### src/rtl/cmp_pkg.sv
// Shared types for the comparator alarm stage: FSM state encoding, sample classes, widths.
package cmp_pkg;

  localparam int unsigned CNT_W = 8;
  localparam int unsigned HIT_W = 16;

  typedef enum logic [1:0] {
    IDLE  = 2'd0,
    ARM   = 2'd1,
    ALARM = 2'd2,
    CLR   = 2'd3
  } alarm_state_t;

  typedef enum logic [1:0] {
    S_HI  = 2'd0,
    S_LO  = 2'd1,
    S_BAD = 2'd2
  } sample_t;

  // Only a one-hot {l,e,h} is a legal comparator result.
  function automatic sample_t classify(input logic [2:0] leh);
    sample_t s;
    case (leh)
      3'b001:         s = S_HI;
      3'b100, 3'b010: s = S_LO;
      default:        s = S_BAD;
    endcase
    return s;
  endfunction

endpackage

### src/rtl/sat_counter.sv
// Saturating up-counter with synchronous clear; exists only when HIT_COUNT_EN is defined.
`ifdef HIT_COUNT_EN
module sat_counter #(
  parameter int unsigned W = 16
) (
  input  logic         clk,
  input  logic         rst_n,
  input  logic         inc,
  input  logic         clr,
  output logic [W-1:0] count
);

  logic [W-1:0] count_q;
  logic [W-1:0] count_d;

  always_comb begin
    count_d = count_q;
    if (clr) begin
      count_d = '0;
    end else if (inc && (count_q != '1)) begin
      count_d = count_q + W'(1);
    end
  end

  always_ff @(posedge clk or negedge rst_n) begin
    if (!rst_n) begin
      count_q <= '0;
    end else begin
      count_q <= count_d;
    end
  end

  assign count = count_q;

endmodule
`endif

### src/rtl/cmp_hysteresis_alarm.sv
// Debounced over-threshold alarm on comparator l/e/h flags, with sticky malformed-sample error.
// Optional HIT_COUNT_EN adds a saturating count of accepted HI samples (hit_count).
module cmp_hysteresis_alarm
  import cmp_pkg::*;
#(
  parameter int unsigned SET_CNT = 4,
  parameter int unsigned CLR_CNT = 3
) (
  input  logic       clk,
  input  logic       rst_n,
  input  logic       clear,
  input  logic       in_valid,
  input  logic       l,
  input  logic       e,
  input  logic       h,
  output logic       alarm,
  output logic       alarm_rise,
  output logic       alarm_fall,
  output logic       err,
`ifdef HIT_COUNT_EN
  output logic [HIT_W-1:0] hit_count,
`endif
  output logic [1:0] state
);

  alarm_state_t     state_q, state_d;
  logic [CNT_W-1:0] cnt_q, cnt_d, cnt_inc;
  logic             alarm_q, alarm_d;
  logic             alarm_rise_q, alarm_rise_d;
  logic             alarm_fall_q, alarm_fall_d;
  logic             err_q, err_d;
  sample_t          smp;
  logic             smp_hi, smp_lo, smp_bad;

  assign smp     = classify({l, e, h});
  assign smp_hi  = in_valid && (smp == S_HI);
  assign smp_lo  = in_valid && (smp == S_LO);
  assign smp_bad = in_valid && (smp == S_BAD);
  assign cnt_inc = cnt_q + CNT_W'(1);

  always_ff @(posedge clk or negedge rst_n) begin
    if (!rst_n) begin
      state_q      <= IDLE;
      cnt_q        <= '0;
      alarm_q      <= 1'b0;
      alarm_rise_q <= 1'b0;
      alarm_fall_q <= 1'b0;
      err_q        <= 1'b0;
    end else begin
      state_q      <= state_d;
      cnt_q        <= cnt_d;
      alarm_q      <= alarm_d;
      alarm_rise_q <= alarm_rise_d;
      alarm_fall_q <= alarm_fall_d;
      err_q        <= err_d;
    end
  end

  // Run-length hysteresis; BAD and invalid cycles leave state and count untouched.
  always_comb begin
    state_d = state_q;
    cnt_d   = cnt_q;
    if (clear) begin
      state_d = IDLE;
      cnt_d   = '0;
    end else if (smp_hi || smp_lo) begin
      case (state_q)
        IDLE: begin
          if (smp_hi) begin
            if (SET_CNT == 1) begin
              state_d = ALARM;
              cnt_d   = '0;
            end else begin
              state_d = ARM;
              cnt_d   = CNT_W'(1);
            end
          end
        end
        ARM: begin
          if (smp_lo) begin
            state_d = IDLE;
            cnt_d   = '0;
          end else if (cnt_inc == CNT_W'(SET_CNT)) begin
            state_d = ALARM;
            cnt_d   = '0;
          end else begin
            cnt_d = cnt_inc;
          end
        end
        ALARM: begin
          if (smp_lo) begin
            if (CLR_CNT == 1) begin
              state_d = IDLE;
              cnt_d   = '0;
            end else begin
              state_d = CLR;
              cnt_d   = CNT_W'(1);
            end
          end
        end
        CLR: begin
          if (smp_hi) begin
            state_d = ALARM;
            cnt_d   = '0;
          end else if (cnt_inc == CNT_W'(CLR_CNT)) begin
            state_d = IDLE;
            cnt_d   = '0;
          end else begin
            cnt_d = cnt_inc;
          end
        end
        default: begin
          state_d = IDLE;
          cnt_d   = '0;
        end
      endcase
    end
  end

  // Alarm and its edge pulses are registered from the next state so they align with state.
  always_comb begin
    alarm_d      = (state_d == ALARM) || (state_d == CLR);
    alarm_rise_d = alarm_d && !alarm_q;
    alarm_fall_d = !alarm_d && alarm_q;
    err_d        = err_q;
    if (clear) begin
      err_d = 1'b0;
    end else if (smp_bad) begin
      err_d = 1'b1;
    end
  end

  assign alarm      = alarm_q;
  assign alarm_rise = alarm_rise_q;
  assign alarm_fall = alarm_fall_q;
  assign err        = err_q;
  assign state      = state_q;

`ifdef HIT_COUNT_EN
  sat_counter #(
    .W(HIT_W)
  ) u_hit_count (
    .clk  (clk),
    .rst_n(rst_n),
    .inc  (smp_hi && !clear),
    .clr  (clear),
    .count(hit_count)
  );
`endif

endmodule

### config.mk
export PLATFORM = sky130hd
export DESIGN_NAME = cmp_hysteresis_alarm
export DESIGN_NICKNAME = d
export VERILOG_FILES = /design/src/rtl/cmp_pkg.sv /design/src/rtl/sat_counter.sv /design/src/rtl/cmp_hysteresis_alarm.sv
export SDC_FILE = /design/constraint.sdc
export NUM_CORES = 1
export LEC_CHECK = 0
export BUFFER_PORTS_ARGS = -buffer_cell sky130_fd_sc_hd__buf_4
export CORE_ASPECT_RATIO = 2
export CORE_MARGIN = 5
export CORE_UTILIZATION = 40
export DETAILED_ROUTE_END_ITERATION = 16
export GPL_TIMING_DRIVEN = 1
export SYNTH_ARGS = -nofsm -noshare
export SYNTH_HDL_FRONTEND = slang
export SYNTH_SLANG_ARGS = --single-unit
export TNS_END_PERCENT = 10
### constraint.sdc
create_clock -name clk -period 5 [get_ports clk]
set_clock_uncertainty 0.15 [all_clocks]
set_input_delay 0.5 -clock clk [delete_from_list [all_inputs] [get_ports clk]]
set_output_delay 0.5 -clock clk [all_outputs]
set_load 0.02 [all_outputs]
# Word-level counts from Yosys, hierarchy flattened
# Cells that the tools add are included.
dict set report totals {
  inputBits 7
  output_inout_bits 6
  word_cells 57
  regBits 14
}
dict set report op_classes {
  n_eq_ne 14
  n_reduce_logical 15
  mux 21
  n_addsub 1
}
# op count
set ops {}
lappend ops {{8-bit two-way mux} 8}
lappend ops {{8-bit one-hot mux with 4 select lines} 1}
lappend ops {{2-bit two-way mux} 8}
lappend ops {{2-bit equality test (second input constant)} 5}
lappend ops {{8-bit by 1-bit adder with 8-bit output (second input constant)} 1}
lappend ops {{8-bit by 2-bit equality test with 1-bit output (second input constant)} 1}
lappend ops {{8-bit by 3-bit equality test with 1-bit output (second input constant)} 1}
lappend ops {{2-bit one-hot mux with 4 select lines} 1}
lappend ops {{3-bit inequality test (second input constant)} 2}
lappend ops {{1-bit logical AND} 5}
lappend ops {{2-bit by 1-bit equality test with 1-bit output (second input constant)} 2}
lappend ops {{2-bit logical NOT} 2}
lappend ops {{2-bit one-hot mux with 2 select lines} 1}
lappend ops {{2-bit nonzero test} 2}
lappend ops {{3-bit by 1-bit equality test with 1-bit output (second input constant)} 1}
lappend ops {{3-bit by 2-bit equality test with 1-bit output (second input constant)} 1}
lappend ops {{3-bit equality test (second input constant)} 1}
lappend ops {{3-bit AND reduction} 1}
lappend ops {{1-bit logical NOT} 2}
lappend ops {{1-bit logical OR} 2}
lappend ops {{1-bit two-way mux} 2}
lappend ops {{2-bit OR reduction} 1}

# Longest topological paths before layout
# Gate-level depths: netlist of run 1.
dict set report logic_depth {
  depth_word 13
  ltp_mapped 7
  mapped_depth_nobuf 7
}

# Worst setup path after synthesis of run 1
# No wires, ideal clock.
dict set report synth_timing {
  path_type {reg2reg}
  from {register cnt_q[0]}
  to {register alarm_rise_q (netlist: alarm_rise)}
  t_required_ps 4719
  arrival_time_ps 1820
  path_stages_with_launch 8
  synth_period_minus_slack_ps 2101
  slack_ps 2899
  cell_sequence {dfrtp_1 > ha_1 > buf_6 > or4b_4 > o31ai_4 > and3_1 > a41o_2 > nor3_1}
}
dict set report synth_between {
  elab_chain_cells 10
  elab_cells_between_ends 14
}
# item line_no
set synth_rtl {}
lappend synth_rtl {{from (decl)} cmp_hysteresis_alarm.sv:27} ;# logic [CNT_W-1:0] cnt_q, cnt_d, cnt_inc;
lappend synth_rtl {{from (signal assigned)} cmp_hysteresis_alarm.sv:51} ;# cnt_q <= cnt_d;
lappend synth_rtl {{8-bit by 1-bit adder with 8-bit output (*)} cmp_hysteresis_alarm.sv:39} ;# assign cnt_inc = cnt_q + CNT_W'(1);
lappend synth_rtl {{8-bit by 2-bit equality test with 1-bit output or 8-bit by 3-bit equality test with 1-bit output (tied branches)} {cmp_hysteresis_alarm.sv:105, cmp_hysteresis_alarm.sv:83}}
lappend synth_rtl {{2-bit two-way mux (on tied branches)} {cmp_hysteresis_alarm.sv:105, cmp_hysteresis_alarm.sv:83}}
lappend synth_rtl {{2-bit two-way mux (on tied branches)} {cmp_hysteresis_alarm.sv:102, cmp_hysteresis_alarm.sv:80}}
lappend synth_rtl {{2-bit one-hot mux with 4 select lines (*)} cmp_hysteresis_alarm.sv:67} ;# case (state_q)
lappend synth_rtl {{2-bit two-way mux (*)} cmp_hysteresis_alarm.sv:66} ;# end else if (smp_hi || smp_lo) begin
lappend synth_rtl {{2-bit two-way mux (*)} cmp_hysteresis_alarm.sv:63} ;# if (clear) begin
lappend synth_rtl {{2-bit equality test} cmp_hysteresis_alarm.sv:122} ;# alarm_d = (state_d == ALARM) || (state_d == CLR);
lappend synth_rtl {{1-bit logical OR (*)} cmp_hysteresis_alarm.sv:122}
lappend synth_rtl {{1-bit logical AND (*)} cmp_hysteresis_alarm.sv:123} ;# alarm_rise_d = alarm_d && !alarm_q;
lappend synth_rtl {{via alarm_rise_d} cmp_hysteresis_alarm.sv:29} ;# logic alarm_rise_q, alarm_rise_d;
lappend synth_rtl {{to (signal assigned)} cmp_hysteresis_alarm.sv:53} ;# alarm_rise_q <= alarm_rise_d;
lappend synth_rtl {{to (decl)} cmp_hysteresis_alarm.sv:29}
# Mark *: on every way through the listed nets, which the timed path passes. The rest lies on a longest branch.
# A chain may end at the register's enable or synchronous reset.

# Final worst setup path of run 1
dict set report layout_timing {
  from {register cnt_q[0]}
  to {register cnt_q[1]}
}
dict set report layout_between {
  elab_chain_cells 7
  elab_cells_between_ends 10
}
# item line_no
set layout_rtl {}
lappend layout_rtl {{8-bit by 1-bit adder with 8-bit output (*)} cmp_hysteresis_alarm.sv:39}
lappend layout_rtl {{8-bit by 2-bit equality test with 1-bit output or 8-bit by 3-bit equality test with 1-bit output (tied branches)} {cmp_hysteresis_alarm.sv:105, cmp_hysteresis_alarm.sv:83}}
lappend layout_rtl {{8-bit two-way mux (on tied branches)} {cmp_hysteresis_alarm.sv:105, cmp_hysteresis_alarm.sv:83}}
lappend layout_rtl {{8-bit two-way mux (on tied branches)} {cmp_hysteresis_alarm.sv:102, cmp_hysteresis_alarm.sv:80}}
lappend layout_rtl {{8-bit one-hot mux with 4 select lines (*)} cmp_hysteresis_alarm.sv:67}
lappend layout_rtl {{8-bit two-way mux (*)} cmp_hysteresis_alarm.sv:66}
lappend layout_rtl {{8-bit two-way mux (*)} cmp_hysteresis_alarm.sv:63}
# Mark *: on every way between the ends. The rest lies on a longest branch, timed or not. The select of a mux whose other input is x is not followed.

==> metrics.txt, run 1 <==
critical path's largest stage delay 550 ps; #FFs+latches synth 14; Most Crowded Layer GR met2; Min-Delay Path Class register to register; Unique masters post-synth 52; routed vias/inst 6.421; fin cells 159; Tmin final 2256 ps; first-pass GRT wire length 4933 um; critical path fanouts, max 9; Antenna Cells 0; met3 Track Usage GR 2.146%; Die ar. 0.004000 mm^2; Slew headroom 60.07%; Clock Pin Slew Worst Setup and Hold Paths 70 ps; die span in y 84.58 um; sequential share of the synthesized area 31.50%; GR Util All Layers 16.94%; delay-heaviest family, CP simple AND/OR/NAND/NOR gates; Ports 13; Post-CTS Resized 0; Sequential Area 350.3 um^2; Worst Tran Pin Value 597.6 ps; Final nets 140; CTS tree done; crit path cell chain ha_1 > nor3b_1 > o211ai_1 > nor4b_1 > a211o_1; fill cell count 297; Die X 47.29 um; slowest CP cell nor3b_1; drt pass-1 iters 4; DRC 0; met1 Use GR 16.25%; Clock Tree Buf Depth 2; vias in the first global route 1074; Mean Syn Cell Area 9.117 um^2; WP data arrival 2250 ps; PwrDens 218.8 mW/mm^2; core area 0.002703 mm^2; Clock Latency Late Sink 260 ps; CP Data Required Time 5000 ps; Final Max Slew Viols 0; asr flop ratio synth 100.0%; Final Cycle Share 45.11%; CP Class register to register; cell count after synthesis 122; pin count of the biggest net entering global routing 15; fmax 443.3 MHz; total grt overflow 0; total CTS buffers 3; Initial Util 41.16%; TNS Setup 0 ps; Max Cap Viol 0; Leak 0.5217 nW; Syn Nets 131; synth top area cells dfrtp_1, a21oi_1, nor2_1, buf_6, o21ai_0; Row Count 27; initial drt markers 31; RSZ-0062 raised after global routing false; design area 0.001239 mm^2; clock sinks 14; number of synthesis warnings 0; area leader, netlist dfrtp_1; WP buf/inv 0; hold buffer count at CTS 1; Post-CTS Setup Bufs 0; met2 usage 30.68%; Routed Antenna Nets 0; placed cell count 154; htree depth 1; placed wire-length estimate 2314 um; routed length per instance 18.40 um; top post-synthesis cells by count dfrtp_1, a21oi_1, nor2_1, nand2_1, o21ai_0; PortBufs 12; status complete, no violations; GPL Wtd Cong 0.7894; Cell Area, Placed 0.001174 mm^2; via count 1021; final WL 2926 um; area grow syn2layout 11.36%; area of the multi-input gates 681.9 um^2; Setup-failing EPs final 0; Primary FF master, synth dfrtp_1; antenna violations before repair 0; Max IR drop VDD 0.0001680 V; crit start category register; synthesized area 0.001112 mm^2; Final Hold Fails 0; Crit. End Element register; share of cells above drive strength 1 20.77%; CTS root buffer clkbuf_8; most frequent cell after synthesis dfrtp_1; Post-synth EDFFs 0; Yosys top cell area share 31.50%
==> path summary, 6_finish.rpt <==
path / slack, ps / start / depth (start not counted) / end
setup / recovery: 2740 / cnt_q[0] / 5 / cnt_q[1]
hold / removal: 320 / alarm / 1 / alarm_rise
setup reg to reg: 2740 / cnt_q[0] / 5 / cnt_q[1]
hold reg to reg: 320 / alarm / 1 / alarm_rise
max in group asynchronous: 4030 / rst_n / 2 / alarm_rise
min in group asynchronous: 480 / rst_n / 2 / cnt_q[4]
==> metrics by stage <==
stage	setup slack [ps]	power [mW]	hold slack (ps)	utilization, %
finish	2744	0.2710	316.1	45.83
global route	2662	0.2803	335.0	45.83
CTS	2768	0.2701	320.8	45.83
detailed placement	2801	0.1549	217.8	43.43
global placement	2839	0.1536	215.8	43.43
floorplan	2899	0.1401	54.41	-
==> routing by layer <==
layer	vias to the layer above	wire length [um]
met5	-	0
met4	0	136
met3	14	92
met2	33	1694
met1	494	1003
li1	480	-
==> registers in the layout, indices dropped and copies added, names as in the netlist <==
signal / cells
alarm: 1
alarm_fall: 1
alarm_rise: 1
cnt_q: 8
err: 1
state: 2
==> kinds of logic after synthesis <==
kind of cell | count (synthesis) | synth area share (%)
AO/OA/AOI/OAI | 42 | 29.92
XOR/XNOR | 6 | 5.400
adder cells (fa/ha/maj) | 2 | 2.249
buffers and inverters | 13 | 7.198
flip-flops | 14 | 31.50
multiplexers | 1 | 0.8999
AND/OR/NAND/NOR | 44 | 22.84
==> layout make-up <==
type / instances / area share (%)
multi-input combinational: 95 / 55.05
sequential: 14 / 28.28
timing repair buffer: 13 / 8.081
clock buffer: 4 / 4.444
tap: 29 / 2.929
inverter: 4 / 1.212
==> cell usage in the layout, fill, tap and decap left out, types with 4 or more instances in the layout <==
master,instances
o21ai_0,6
a21oi_1,9
nand4_1,4
nor3_1,4
nor2_1,9
buf_4,12
clkbuf_8,4
dfrtp_1,14
nand2_1,7
inv_1,4
nand3_1,4
==> worst register-to-register path, stage by stage, from the launching register on <==
cell and delay [ps]:
dfrtp_1 440, ha_1 330, nor3b_1 550, o211ai_1 230
nor4b_1 210, a211o_1 240
==> where the power goes <==
part / leakage, nW / switching (mW) / internal, mW / total (mW)
logic: 0.299 / 0.0221 / 0.0132 / 0.0353
clock network: 0.0288 / 0.0478 / 0.0700 / 0.118
registers: 0.194 / 0.00288 / 0.115 / 0.118
(Power assumes the default switching activity.)
==> run 2: changes to the inputs <==
==> constraint.sdc (replaced) <==
create_clock -name clk -period 2.25 [get_ports clk]
set_clock_uncertainty 0.15 [all_clocks]
set_input_delay 0.225 -clock clk [delete_from_list [all_inputs] [get_ports clk]]
set_output_delay 0.225 -clock clk [all_outputs]
set_load 0.02 [all_outputs]
==> run 2 against run 1 <==
Global-route usage down 0.63 points. Sequential share of layout area down 0.39 points. Flip-flop and latch count unchanged. Power up 120%. Sequential power up 120%. Die area unchanged. Cell area up 1.4%. Worst hold slack worse by 270 ps.
==> metrics.txt, run 2 (same netlist as run 1, synthesis figures left out) <==
initial drt markers 38; routed length per instance 17.32 um; most frequent cells in the layout dfrtp_1, buf_4, nor2_1, a21oi_1, nand2_1; CTS root buffer clkbuf_8; WP buf/inv 0; htree depth 1; fmax 475.9 MHz; Leak 0.5297 nW; largest reg by FF count cnt_q; worst hold slack 48.00 ps; GPL Wtd Cong 0.7928; TNS Setup 0 ps; core area 0.002703 mm^2; CP Class register to register; Routed Antenna Nets 0; Final nets 142; total power 595.7 uW; PortBufs 12; GR Util All Layers 16.31%; vias in the first global route 1062; PwrDens 474.2 mW/mm^2; total grt overflow 0; routed vias/inst 6.379; Slew headroom 68.39%; DRC 0; Die X 47.29 um; Crit. End Element register; WP data arrival 2070 ps; total CTS buffers 3; via count 1027; Clock Pin Slew Worst Setup and Hold Paths 70 ps; critical path fanouts, max 7; number of flip-flops in the largest register 8; Clock Tree Buf Depth 2; fin cells 161; Antenna Cells 0; Final Hold Fails 0; Tmin final 2101 ps; Final Cycle Share 93.38%; Ports 13; first-pass GRT wire length 4905 um; fill cell count 285; CTS tree done; delay-heaviest family, CP simple AND/OR/NAND/NOR gates; placed cell count 156; Final Max Slew Viols 0; Sequential Area 350.3 um^2; die span in y 84.58 um; Die ar. 0.004000 mm^2; Initial Util 41.16%; share of cells above drive strength 1 22.73%; Max Cap Viol 0; clock sinks 14; crit path cell chain ha_2 > or4b_4 > o31ai_4 > and3_1 > a41o_2 > nor3_1; area grow syn2layout 12.94%; drt pass-1 iters 4; Max IR drop VDD 0.0003778 V; RSZ-0062 raised after global routing false; CP Data Required Time 2220 ps; crit start category register; Setup-failing EPs final 0; status complete, no violations; Worst Tran Pin Value 474.1 ps; placed wire-length estimate 2234 um; area of the multi-input gates 684.4 um^2; pin count of the biggest net entering global routing 15; final WL 2789 um; Row Count 27; critical path's largest stage delay 550 ps; Min-Delay Path Class input pin to register; antenna violations before repair 0; Clock Latency Late Sink 250 ps; slowest CP cell or4b_4
run 2: cell count changes in the layout (fill, tap and decap cells not counted):
cell | previous run | this run
buf_4 | 12 | 14
ha_2 | 0 | 1
ha_1 | 2 | 1
run 2: area by class of cell:
type,instances,share of cell area [%]
multi-input cells,95,54.48
flip-flops and latches,14,27.89
repair buffers,15,9.163
clock buffers,4,4.382
well taps,29,2.888
inverters,4,1.195
run 2: worst reg2reg max path: stages (launching register included):
cell and delay, ps:
dfrtp_1 440, ha_2 240, or4b_4 550, o31ai_4 100, and3_1 210, a41o_2 230
nor3_1 50
run 2: repair_timing:
item,in CTS,in global routing
setup endpoints to repair,0,4
hold endpoints to repair,14,0
hold buffers,1,0
buffers inserted,0,0
gates resized for setup,0,1
run 2: worst paths after layout:
kind / startpoint / slack, ps / to / depth (start not counted)
max in group asynchronous: rst_n / 1550 / cnt_q[5] / 2
min in group asynchronous: rst_n / 210 / cnt_q[0] / 2
min: clear / 50 / cnt_q[0] / 2
max: cnt_q[0] / 150 / alarm_rise / 6
min reg2reg: alarm / 310 / alarm_rise / 1
max reg2reg: cnt_q[0] / 150 / alarm_rise / 6
run 2: power breakdown:
| part | internal [mW] | switching, mW | total (mW) |
|---|---|---|---|
| logic | 0.0294 | 0.0496 | 0.0790 |
| clock network | 0.155 | 0.0989 | 0.254 |
| registers | 0.256 | 0.00682 | 0.263 |
run 2: metrics by stage:
stage                     utilization, %  area [um^2]  worst slack (ps)
final                              46.48         1256             148.9
after global routing               46.48         1256             44.18
after CTS                          46.39         1254             103.7
after detailed placement           43.98         1189             114.1
after global placement             43.98         1189             145.0
after floorplan                        -         1112             149.1
run 2: per-layer routing:
layer	vias up	global-route usage [%]	part of all wire [%]
met5	-	0	0
met4	0	9.068	3.7
met3	8	2.790	3.5
met2	27	28.36	59
met1	505	16.82	34
li1	487	-	-
==> run 3: changes to the inputs <==
==> constraint.sdc (replaced) <==
create_clock -name clk -period 2.45 [get_ports clk]
set_clock_uncertainty 0.15 [all_clocks]
set_input_delay 0.245 -clock clk [delete_from_list [all_inputs] [get_ports clk]]
set_output_delay 0.245 -clock clk [all_outputs]
set_load 0.02 [all_outputs]
==> run 3 against run 2 <==
Combinational power down 8.5%. Clock power down 6%. Register-to-register slack better by 90 ps. Cell area down 1.4%. Cell count down 1.2%. Non-clock buffer count down 2. Die area unchanged. Worst hold slack better by 17 ps. Maximum frequency down 5.1%.
==> metrics.txt, run 3 (same netlist as run 1, synthesis figures left out) <==
Clock Pin Slew Worst Setup and Hold Paths 70 ps; r2r endpoint cnt_q[1]; sequential share of power 43.6%; CP Capture Point cnt_q[1]; Tmin final 2214 ps; Die ar. 0.004000 mm^2; Row Count 27; die span in y 84.58 um; Net Sw Power 147.4 uW; Worst Tran Pin Value 566.1 ps; Clock Tree Buf Depth 2; critical path fanouts, max 9; fmax 451.6 MHz; total grt overflow 0; Pint 404.9 uW; status complete, no violations; RSZ-0062 raised after global routing false; Ports 13; Post-CTS Setup Bufs 0; number of flip-flops in the largest register 8; R2R cell count 5; share of cells above drive strength 1 20.77%; largest reg by FF count cnt_q; crit start category register; Min-Delay Path Class input pin to register; Initial Util 41.16%; Max Cap Viol 0; Die X 47.29 um; clock sinks 14; antenna violations before repair 0; Slew headroom 62.18%; Clock power frac 43.3%; Final Hold Fails 0; CP Class register to register; DRC 0; placed wire-length estimate 2321 um; CP Data Required Time 2450 ps; via count 1038; Sw Ratio 26.70%; Crit. End Element register; CTS tree done; Leak 0.5217 nW; routed vias/inst 6.528; Setup-failing EPs final 0; Sequential Area 350.3 um^2; combinational cell fraction of total power 13.1%; reg2reg setup slack 240 ps; Post-CTS Resized 0; total CTS buffers 3; final WL 2937 um; vias in the first global route 1095; GR Util All Layers 16.87%; initial drt markers 41; core area 0.002703 mm^2; worst setup path startpoint cnt_q[0]; WP data arrival 2210 ps; commonest non-fill, non-tap cell in the layout dfrtp_1; PortBufs 12; Clock Latency Late Sink 260 ps; Final nets 140; htree depth 1; Antenna Cells 0; Final Cycle Share 90.38%; GPL Wtd Cong 0.7972; CTS root buffer clkbuf_8; Final Max Slew Viols 0; routed length per instance 18.47 um; first-pass GRT wire length 4843 um; most frequent cells in the layout dfrtp_1, buf_4, nor2_1, a21oi_1, nand2_1; worst hold slack 64.92 ps; drt pass-1 iters 4; TNS Setup 0 ps; Routed Antenna Nets 0; Max IR drop VDD 0.0003430 V; area of the multi-input gates 681.9 um^2; fill cell count 281; pin count of the biggest net entering global routing 15; R2R Path Start cnt_q[0]; area grow syn2layout 11.36%; PwrDens 445.9 mW/mm^2
[run 3: changes by cell type in the layout (fill, tap and decap cells not counted)]
cell,before,now
buf_4,14,12
ha_2,1,0
ha_1,1,2
[run 3: worst max-delay path, cell delays in order, from the launching register on]
cell and delay, ps:
dfrtp_1 430, ha_1 320, nor3b_1 530, o211ai_1 220, nor4b_1 210, a211o_1 230
[run 3: what timing repair did]
item,4_1_cts,5_1_grt
hold buffers,1,0
setup endpoints to repair,0,0
hold endpoints to repair,14,0
[run 3: routing by layer]
metal | GRT usage [%] | wire (um) | vias up | share of wire, %
met2 | 28.61 | 1627 | 41 | 55
li1 | - | - | 477 | -
met3 | 3.004 | 128 | 18 | 4.4
met5 | 0 | 0 | - | 0
met4 | 15.87 | 221 | 0 | 7.5
met1 | 14.70 | 958 | 502 | 33
[run 3: per-stage QoR]
step                area, um^2  setup WS (ps)  utilization [%]  std cells  total power, mW
finish                    1239          235.8            45.83        159           0.5523
floorplan                 1112          349.1                -        122           0.2860
detailed placement        1174          261.7            43.43        154           0.3158
global placement          1174          290.6            43.43        154           0.3134
global route              1239          143.9            45.83        159           0.5772
CTS                       1239          234.0            45.83        159           0.5585
[run 3: worst min-delay path by stage]
stage	start	end	depth (start not counted)
floorplan	rst_n	alarm	0
global placement	rst_n	cnt_q[4]	1
detailed placement	rst_n	cnt_q[4]	1
CTS	clear	cnt_q[0]	2
global route	clear	err	2
finish	clear	cnt_q[0]	2
[run 3: power by group through the flow]
stage / Combinational (mW) / Sequential (mW) / Clock [mW]
after floorplan: 0.0391 / 0.247 / 0
after global placement: 0.0689 / 0.245 / 0
after detailed placement: 0.0709 / 0.245 / 0
after CTS: 0.0725 / 0.241 / 0.245
after global routing: 0.0802 / 0.241 / 0.256
final: 0.0723 / 0.241 / 0.239
[run 3: area by class of cell]
class / count / share of cell area (%)
Multi-Input combinational cell: 95 / 55.05
Sequential cell: 14 / 28.28
Timing Repair Buffer: 13 / 8.081
Clock buffer: 4 / 4.444
Tap cell: 29 / 2.929
Inverter: 4 / 1.212
